## src/rtl/rx_tlp_trigger_pkg.sv

```systemverilog
// Shared definitions for the RX TLP trigger.
// Holds the default geometry of the qword ring and the huge page,
// the flush timeout, the field widths of the page fill counter and
// the qword count, and the encoding of the request state machine.
package rx_tlp_trigger_pkg;

  // Log2 of the RAM depth minus one; ring addresses are BF+1 bits wide.
  localparam int BF          = 8;
  localparam int ADDR_W_DEF  = BF + 1;
  localparam int MAX_QW_DEF  = 16;       // 128-byte max payload
  localparam int PAGE_QW_DEF = 262144;   // 2 MB huge page in qwords
  localparam int TIMEOUT_DEF = 1024;     // idle cycles before a partial flush

  localparam int PAGE_USED_W = 19;       // holds 0..PAGE_QW inclusive
  localparam int QW_W        = 5;        // holds 1..16

  typedef enum logic [1:0] {
    ST_IDLE      = 2'd0,
    ST_WAIT_TLP  = 2'd1,
    ST_WAIT_PAGE = 2'd2
  } state_e;

endpackage

```

## src/rtl/rx_tlp_trigger.sv

```systemverilog
// RX TLP trigger: decides when the PCIe write engine emits a memory-write
// TLP, how many qwords it carries, and when to switch to a new huge page.
//
// Ports:
//   trn_clk                        clock
//   reset                          synchronous, active-high reset
//   commited_wr_address            ring address one past the last committed qword
//   trigger_tlp                    TLP request (level, held until ack)
//   trigger_tlp_ack                one-cycle acknowledge of trigger_tlp
//   qwords_to_send                 payload qwords of the pending request
//   change_huge_page               page-switch request (level, held until ack)
//   change_huge_page_ack           one-cycle acknowledge of change_huge_page
//   send_last_tlp_change_huge_page a final TLP of qwords_to_send precedes the switch
//   issued_rd_address              ring address one past the last qword handed out
module rx_tlp_trigger
  import rx_tlp_trigger_pkg::*;
#(
  parameter int ADDR_W  = ADDR_W_DEF,
  parameter int MAX_QW  = MAX_QW_DEF,
  parameter int PAGE_QW = PAGE_QW_DEF,
  parameter int TIMEOUT = TIMEOUT_DEF
) (
  input  logic              trn_clk,
  input  logic              reset,
  input  logic [ADDR_W-1:0] commited_wr_address,
  output logic              trigger_tlp,
  input  logic              trigger_tlp_ack,
  output logic [QW_W-1:0]   qwords_to_send,
  output logic              change_huge_page,
  input  logic              change_huge_page_ack,
  output logic              send_last_tlp_change_huge_page,
  output logic [ADDR_W-1:0] issued_rd_address
);

  localparam int IDLE_W = $clog2(TIMEOUT + 1);
  localparam int ROOM_W = PAGE_USED_W + 1;

  localparam logic [ADDR_W-1:0] MAX_QW_A  = ADDR_W'(MAX_QW);
  localparam logic [QW_W-1:0]   MAX_QW_Q  = QW_W'(MAX_QW);
  localparam logic [IDLE_W-1:0] TIMEOUT_C = IDLE_W'(TIMEOUT);
  localparam logic [ROOM_W-1:0] PAGE_QW_C = ROOM_W'(PAGE_QW);

  state_e                 state_q, state_d;
  logic                   trig_q, trig_d;
  logic                   chg_q, chg_d;
  logic                   last_q, last_d;
  logic [QW_W-1:0]        qw_q, qw_d;
  logic [ADDR_W-1:0]      rd_q, rd_d;
  logic [ADDR_W-1:0]      wr_prev_q;
  logic [PAGE_USED_W-1:0] used_q, used_d;
  logic [IDLE_W-1:0]      idle_q, idle_d;

  logic [ADDR_W-1:0]      avail;
  logic [QW_W-1:0]        n_qw;
  logic [ROOM_W-1:0]      room;
  logic                   ack_any;
  logic                   flush;

  function automatic logic [IDLE_W-1:0] sat_inc(input logic [IDLE_W-1:0] v);
    return (v == TIMEOUT_C) ? v : v + IDLE_W'(1);
  endfunction

  // Unsigned modular difference stays correct across ring wrap.
  assign avail   = commited_wr_address - rd_q;
  assign n_qw    = (avail >= MAX_QW_A) ? MAX_QW_Q : avail[QW_W-1:0];
  assign room    = PAGE_QW_C - {1'b0, used_q};
  assign ack_any = trigger_tlp_ack | change_huge_page_ack;
  // A full payload goes out at once; a partial one only after sitting idle.
  assign flush   = (avail >= MAX_QW_A) || ((avail != '0) && (idle_q == TIMEOUT_C));

  always_comb begin
    state_d = state_q;
    trig_d  = trig_q;
    chg_d   = chg_q;
    last_d  = last_q;
    qw_d    = qw_q;
    rd_d    = rd_q;
    used_d  = used_q;
    // Idle time restarts on any commit activity, an empty ring or an ack.
    if ((commited_wr_address != wr_prev_q) || (avail == '0) || ack_any) begin
      idle_d = '0;
    end else begin
      idle_d = sat_inc(idle_q);
    end

    unique case (state_q)
      ST_IDLE: begin
        if (room == '0) begin
          // Page exactly full: switch with nothing left to send in it.
          chg_d   = 1'b1;
          last_d  = 1'b0;
          state_d = ST_WAIT_PAGE;
        end else if (flush) begin
          if (ROOM_W'(n_qw) <= room) begin
            trig_d  = 1'b1;
            qw_d    = n_qw;
            state_d = ST_WAIT_TLP;
          end else begin
            // Payload straddles the page end: send what fits, then switch.
            // room < n_qw <= MAX_QW here, so it fits in qwords_to_send.
            chg_d   = 1'b1;
            last_d  = 1'b1;
            qw_d    = room[QW_W-1:0];
            state_d = ST_WAIT_PAGE;
          end
        end
      end
      ST_WAIT_TLP: begin
        if (trigger_tlp_ack) begin
          trig_d  = 1'b0;
          rd_d    = rd_q + ADDR_W'(qw_q);
          used_d  = used_q + PAGE_USED_W'(qw_q);
          state_d = ST_IDLE;
        end
      end
      ST_WAIT_PAGE: begin
        if (change_huge_page_ack) begin
          chg_d  = 1'b0;
          last_d = 1'b0;
          used_d = '0;
          if (last_q) begin
            rd_d = rd_q + ADDR_W'(qw_q);
          end
          state_d = ST_IDLE;
        end
      end
      default: state_d = ST_IDLE;
    endcase
  end

  always_ff @(posedge trn_clk) begin
    if (reset) begin
      state_q   <= ST_IDLE;
      trig_q    <= 1'b0;
      chg_q     <= 1'b0;
      last_q    <= 1'b0;
      qw_q      <= '0;
      rd_q      <= '0;
      used_q    <= '0;
      idle_q    <= '0;
      wr_prev_q <= '0;
    end else begin
      state_q   <= state_d;
      trig_q    <= trig_d;
      chg_q     <= chg_d;
      last_q    <= last_d;
      qw_q      <= qw_d;
      rd_q      <= rd_d;
      used_q    <= used_d;
      idle_q    <= idle_d;
      wr_prev_q <= commited_wr_address;
    end
  end

  assign trigger_tlp                    = trig_q;
  assign qwords_to_send                 = qw_q;
  assign change_huge_page               = chg_q;
  assign send_last_tlp_change_huge_page = last_q;
  assign issued_rd_address              = rd_q;

endmodule

```

## config.mk

```make
export PLATFORM = sky130hd
export DESIGN_NAME = rx_tlp_trigger
export DESIGN_NICKNAME = d
export VERILOG_FILES = /design/src/rtl/rx_tlp_trigger_pkg.sv /design/src/rtl/rx_tlp_trigger.sv
export SDC_FILE = /design/constraint.sdc
export NUM_CORES = 1
export LEC_CHECK = 0
export CAP_MARGIN = 20
export CORE_ASPECT_RATIO = 1.2
export CORE_UTILIZATION = 59
export CTS_CLUSTER_SIZE = 40
export DETAILED_ROUTE_END_ITERATION = 10
export PLACE_DENSITY = 0.87
export REMOVE_ABC_BUFFERS = 1
export SYNTH_ARGS = -nofsm -noshare
export SYNTH_HDL_FRONTEND = slang
export SYNTH_SLANG_ARGS = --single-unit
```

## constraint.sdc

```tcl
create_clock -name trn_clk -period 5.9 [get_ports trn_clk]
set_input_delay 1.18 -clock trn_clk [delete_from_list [all_inputs] [get_ports trn_clk]]
set_output_delay 1.18 -clock trn_clk [all_outputs]
set_load 0.01 [all_outputs]
```

# Word-level counts from Yosys, hierarchy flattened
# Cells that the tools add are included.
classes:
  addsub: 5
  order_cmp: 2
  n_eq_ne: 12
  mux: 27
  bitwise: 2
  reduce_logical: 18
ops:
  columns: ["op", "count"]
  rows:
  - ["$mux W19", 2]
  - ["$pmux W19 S2", 1]
  - ["$mux W9", 3]
  - ["$le A5 B20 Y1", 1]
  - ["$logic_not A20 Y1", 1]
  - ["$sub A19 B19 Y20 const A", 1]
  - ["$add A19 B5 Y19", 1]
  - ["$pmux W9 S2", 1]
  - ["$ne A2 B2 Y1 const B", 6]
  - ["$add A11 B1 Y11 const B", 1]
  - ["$eq A11 B11 Y1 const B", 1]
  - ["$mux W2", 5]
  - ["$mux W5", 2]
  - ["$add A9 B5 Y9", 1]
  - ["$ge A9 B5 Y1 const B", 1]
  - ["$logic_not A9 Y1", 1]
  - ["$mux W1", 9]
  - ["$ne A9 B9 Y1", 1]
  - ["$reduce_and A3 Y1", 3]
  - ["$reduce_bool A9 Y1", 1]
  - ["$sub A9 B9 Y9", 1]
  - ["$reduce_and A4 Y1", 2]
  - ["$ne A3 B3 Y1 const B", 2]
  - ["$pmux W1 S2", 3]
  - ["other kinds (11)", 15]
word_totals:
  register_bits: 58
  input_bits: 13
  out_inout_bits: 17
  word_cells: 75

# Logic depth before layout (Yosys ltp)
depth:
  word_depth: 8
  ltp_mapped: 19
  depth_no_buf: 18

# Worst setup path after synthesis
# OpenSTA, ideal clock, no wires.
synth_path:
  kind: "input to register"
  startpoint: "input port commited_wr_address[0]"
  endpoint: "register qw_q[3], in the netlist qwords_to_send[3]"
  arrival_time_ps: 4622
  slack_ps: 1199
  path_stages: 18
  path_cell_list: "inv_1 ha_1 inv_1 fa_1 a21oi_1 o21ai_0 a2111oi_0 a311o_1 and3_1 clkbuf_1 inv_1 nor2_1 ha_1 and3_1 a32oi_1 nand4_1 o211a_1 a211oi_2"
synth_via:
  elab_chain_cells: 5
  word_cells_on_any_way: 9
  cone_classes: "add/sub: 1; order compare: 2; mux: 2; reduce/logical: 4"
synth_rtl:
  columns: ["element", "line", "rtl"]
  rows:
  - ["start: declaration", "rx_tlp_trigger.sv:25", "input logic [ADDR_W-1:0] commited_wr_address,"]
  - ["$sub A9 B9 Y9 (*)", "rx_tlp_trigger.sv:64", "assign avail = commited_wr_address - rd_q;"]
  - ["$ge A9 B5 Y1 or $reduce_bool A9 Y1 (tied branches)", "rx_tlp_trigger.sv:65, rx_tlp_trigger.sv:69", null]
  - ["$mux W5 or $logic_and A1 B1 Y1 (tied branches)", "rx_tlp_trigger.sv:65, rx_tlp_trigger.sv:69", null]
  - ["$le A5 B20 Y1 or $logic_or A1 B1 Y1 (tied branches)", "rx_tlp_trigger.sv:94, rx_tlp_trigger.sv:69", null]
  - ["$mux W5 or $reduce_and A3 Y1 (tied branches)", null, null]
  - ["end signal: assignment", "rx_tlp_trigger.sv:147", "qw_q <= qw_d;"]
  - ["end: declaration", "rx_tlp_trigger.sv:47", "logic [QW_W-1:0] qw_q, qw_d;"]
# Every way passes the cells marked *; elsewhere a longest branch is shown, timed or not.
# A chain may end at the register's enable or synchronous reset.

# Final worst setup path
# Same ends and word-level chain as after synthesis.

==> impl_metrics.csv <==
group,metric,value,unit
run_status,status,"completed",
die,die_y,90.0,µm
clocking,cts.repair.resized,0,
route,routed_wl,8.89,mm
clocking,clk_latency,0.35,ns
route,first_pass_iters,4,
clocking,post_cts_buffers,0,
placement,place_area,4120,µm²
logic_synthesis,synth_flop_cell,"dfxtp_1",
setup_path,critical_path.max_stage_delay,0.44,ns
sta,slew_headroom,44.8,%
sta,fmax,0.193,GHz
layout,fill_cells,495,
clocking,numCtsBuffers,9,
worst_hold_path,hold_end,"trigger_tlp",
setup_path,cp-end-kind,"flip-flop",
logic_synthesis,netlist_instances,465,
clocking,htree_levels,3,
placement,hpwl,6.49,mm
logic_synthesis,syn-cell-area,3810,µm²
pwr,vdd_drop_max,233,µV
setup_path,cp_top_family,"compound AO/OA/AOI/OAI gates",
logic_synthesis,ys_ff_latch,58,
layout,area_delta_synth_final,14.2,%
setup_path,path_cells,"clkdlybuf4s50_1, inv_1, ha_1, inv_1, fa_1, a21oi_1, o21ai_0, a2111oi_0, a311o_1, and3_1, inv_1, nor2_1, ha_1, and3_1, a32oi_1, nand4_1, o211a_1, a211oi_2",
die,core,6130,µm²
sta,slew_violations,0,
grt,grt_pass1_wl,15.0,mm
clocking,clock_sinks,58,
route,drc,0,
clocking,clockBufferDepth,2,
setup_path,reg2reg_to,"qwords_to_send[3]",
die,initial_core_util,62.1,%
grt,top_usage_layer,"met2",
flow_run,drv_cap,0,
setup_path,cp.depth,18,
worst_hold_path,whs_path_depth,2,
layout,layout-drive-gt1-share,6.33,%
die,io_pins,30,
sta,worst_slew_pin_slew,0.821,ns
logic_synthesis,yosysTopAreaCellShare,30.5,%
grt,grt.met3_usage,6.73,%
sta,fin_crit_sh,87.8,%
clocking,cts-root-buf,"clkbuf_8",
layout,layout_common_cells,"dfxtp_1 (58), nor2_1 (51), a21oi_1 (38)",
pwr,power_leakage,1.63,nW
sta,period_minus_slack,5.18,ns
sta,hold_viol,0,
worst_hold_path,hp-class,"reg2reg",
pwr,powerDensity,366,nW/µm²
logic_synthesis,yosysUniqueCellTypes,62,
setup_path,r2r_slack,1.62,ns
grt,antenna_found_initial,0,
route,antenna_left,0,
setup_path,slowest_stage,"fa_1",
sta,rsz0062_at_grt,"no",
grt,grt_pass1_vias,3421,
layout,nets,528,
route,drt_iter0_drc,177,
sta,setup_violations,0,
setup_path,arrival,5.45,ns
route,num_vias,3455,
die,die_width,75.3,µm
sta,clock_skew,0.0130,ns
setup_path,ff2ff_path_depth,16,
grt,overflow,0,
grt,grt_max_degree,37,
setup_path,worst-setup-path-type,"in2reg",
clocking,clk_pin_slew_worst_paths,0.07,ns
die,row_count,31,
logic_synthesis,async_flop_share,0,%
clocking,tritoncts,"built",
layout,final_common_cell,"dfxtp_1",
die,dieArea,6780,µm²
placement,io_buffers,29,
logic_synthesis,synth_edf_count,0,
setup_path,r2r_start,"issued_rd_address[0]",
setup_path,path_common_cell,"inv_1",
grt,grt_usage,28.3,%
grt,use_met2,47.6,%
logic_synthesis,syn_area_per_cell,8.19,µm²
route,wl_per_cell,15.5,µm
setup_path,cp_num_buf_inv,4,
setup_path,path_max_fanout,8,
grt,grt_util_met1,31.7,%
layout,final_area,4350,µm²
setup_path,startpoint_type,"input pin",
setup_path,critical_path_required,6.17,ns
placement,place_congestion,0.960,
route,viasPerCell,6.04,
layout,num_antenna_cells,0,
logic_synthesis,synth.area.top_cells,"dfxtp_1 (30%), ha_1 (8.9%), xnor2_1 (6.4%), nor2_1 (5.0%), a21oi_1 (5.0%)",
clocking,holdBufCountCts,0,
logic_synthesis,ys_warn_count,0,
worst_hold_path,worstHoldStart,"trigger_tlp",
logic_synthesis,yosys.area.top_type,"dfxtp_1",
logic_synthesis,ys_seq_area_share,30.5,%
sta,tns,0,ns
## state kept, by name, indices dropped and copies added (netlist names)
signal	flops
trigger_tlp	1
state_q	2
change_huge_page	1
issued_rd_address	9
wr_prev_q	9
used_q	19
send_last_tlp_change_huge_page	1
qwords_to_send	5
idle_q	11
## cell usage after synthesis (9+ instances only)
| library cell | n |
|---|---|
| dfxtp_1 | 58 |
| nor2_1 | 51 |
| a21oi_1 | 38 |
| inv_1 | 32 |
| xnor2_1 | 28 |
| ha_1 | 27 |
| nand2_1 | 20 |
| nand3_1 | 20 |
| clkbuf_1 | 19 |
| xor2_1 | 19 |
| nor2b_1 | 12 |
| nor3_1 | 12 |
| o21ai_0 | 12 |
| nand4_1 | 11 |
| nor4_1 | 9 |
## worst min-delay path, delay by kind of cell (launching register included)
family	cells	cell delay [ns]
compound gates	1	0.06
flops	1	0.31
buf+inv	1	0.05
## through the flow
stage | worst slack (ns) | total power [mW] | utilization [%] | std cells | hold slack, ns
6_report | 0.722 | 1.59 | 71.0 | 572 | 0.463
5_1_grt | 0.239 | 1.69 | 71.0 | 572 | 0.504
4_1_cts | 0.762 | 1.58 | 70.9 | 571 | 0.468
3_5_place_dp | 0.445 | 1.17 | 67.3 | 555 | 0.455
3_3_place_gp | 0.634 | 1.14 | 67.3 | 555 | 0.457
2_1_floorplan | 1.30 | 0.974 | - | 443 | 0.469
## cell families (layout without fill, tap and decap cells)
group                    Yosys count  count (layout)  synth area share (%)
AO/OA/AOI/OAI                     94              94                  16.8
XOR/XNOR                          47              47                  10.8
adder cells (fa/ha/maj)           30              30                  10.4
buffers and inverters             54              79                  5.39
flip-flops                        58              58                  30.5
multiplexers                       5               5                  1.35
AND/OR/NAND/NOR                  177             177                  24.7
## worst max-delay path by stage
stage	start	end	slack, ns
after global placement	commited_wr_address[0]	qwords_to_send[3]	0.63
after global routing	commited_wr_address[0]	qwords_to_send[3]	0.24
after floorplan	commited_wr_address[0]	qwords_to_send[3]	1.30
after detailed placement	commited_wr_address[0]	qwords_to_send[3]	0.44
final	commited_wr_address[0]	qwords_to_send[3]	0.72
after CTS	commited_wr_address[0]	qwords_to_send[3]	0.76
## layout make-up
type	instances	area [µm²]	share of cell area [%]
flip-flops and latches	58	1160	26.7
well taps	82	103	2.36
repair buffers	31	305	7.02
inverters	32	120	2.76
clock buffers	11	141	3.25
multi-input cells	353	2440	56.1
clock inverters	5	77.6	1.78
## per-layer routing
layer | part of all wire (%) | up-vias
li1 | - | 1690
met1 | 41 | 1637
met2 | 51 | 92
met3 | 4.1 | 36
met4 | 4.4 | 0
met5 | 0 | -
## power breakdown
part / switching [mW] / internal (mW) / leakage, nW
Sequential: 0.0648 / 0.434 / 0.472
Clock: 0.163 / 0.248 / 0.109
Combinational: 0.380 / 0.300 / 1.05
Total: 0.608 / 0.982 / 1.63
Note: power is estimated with default switching activity, not from simulation.
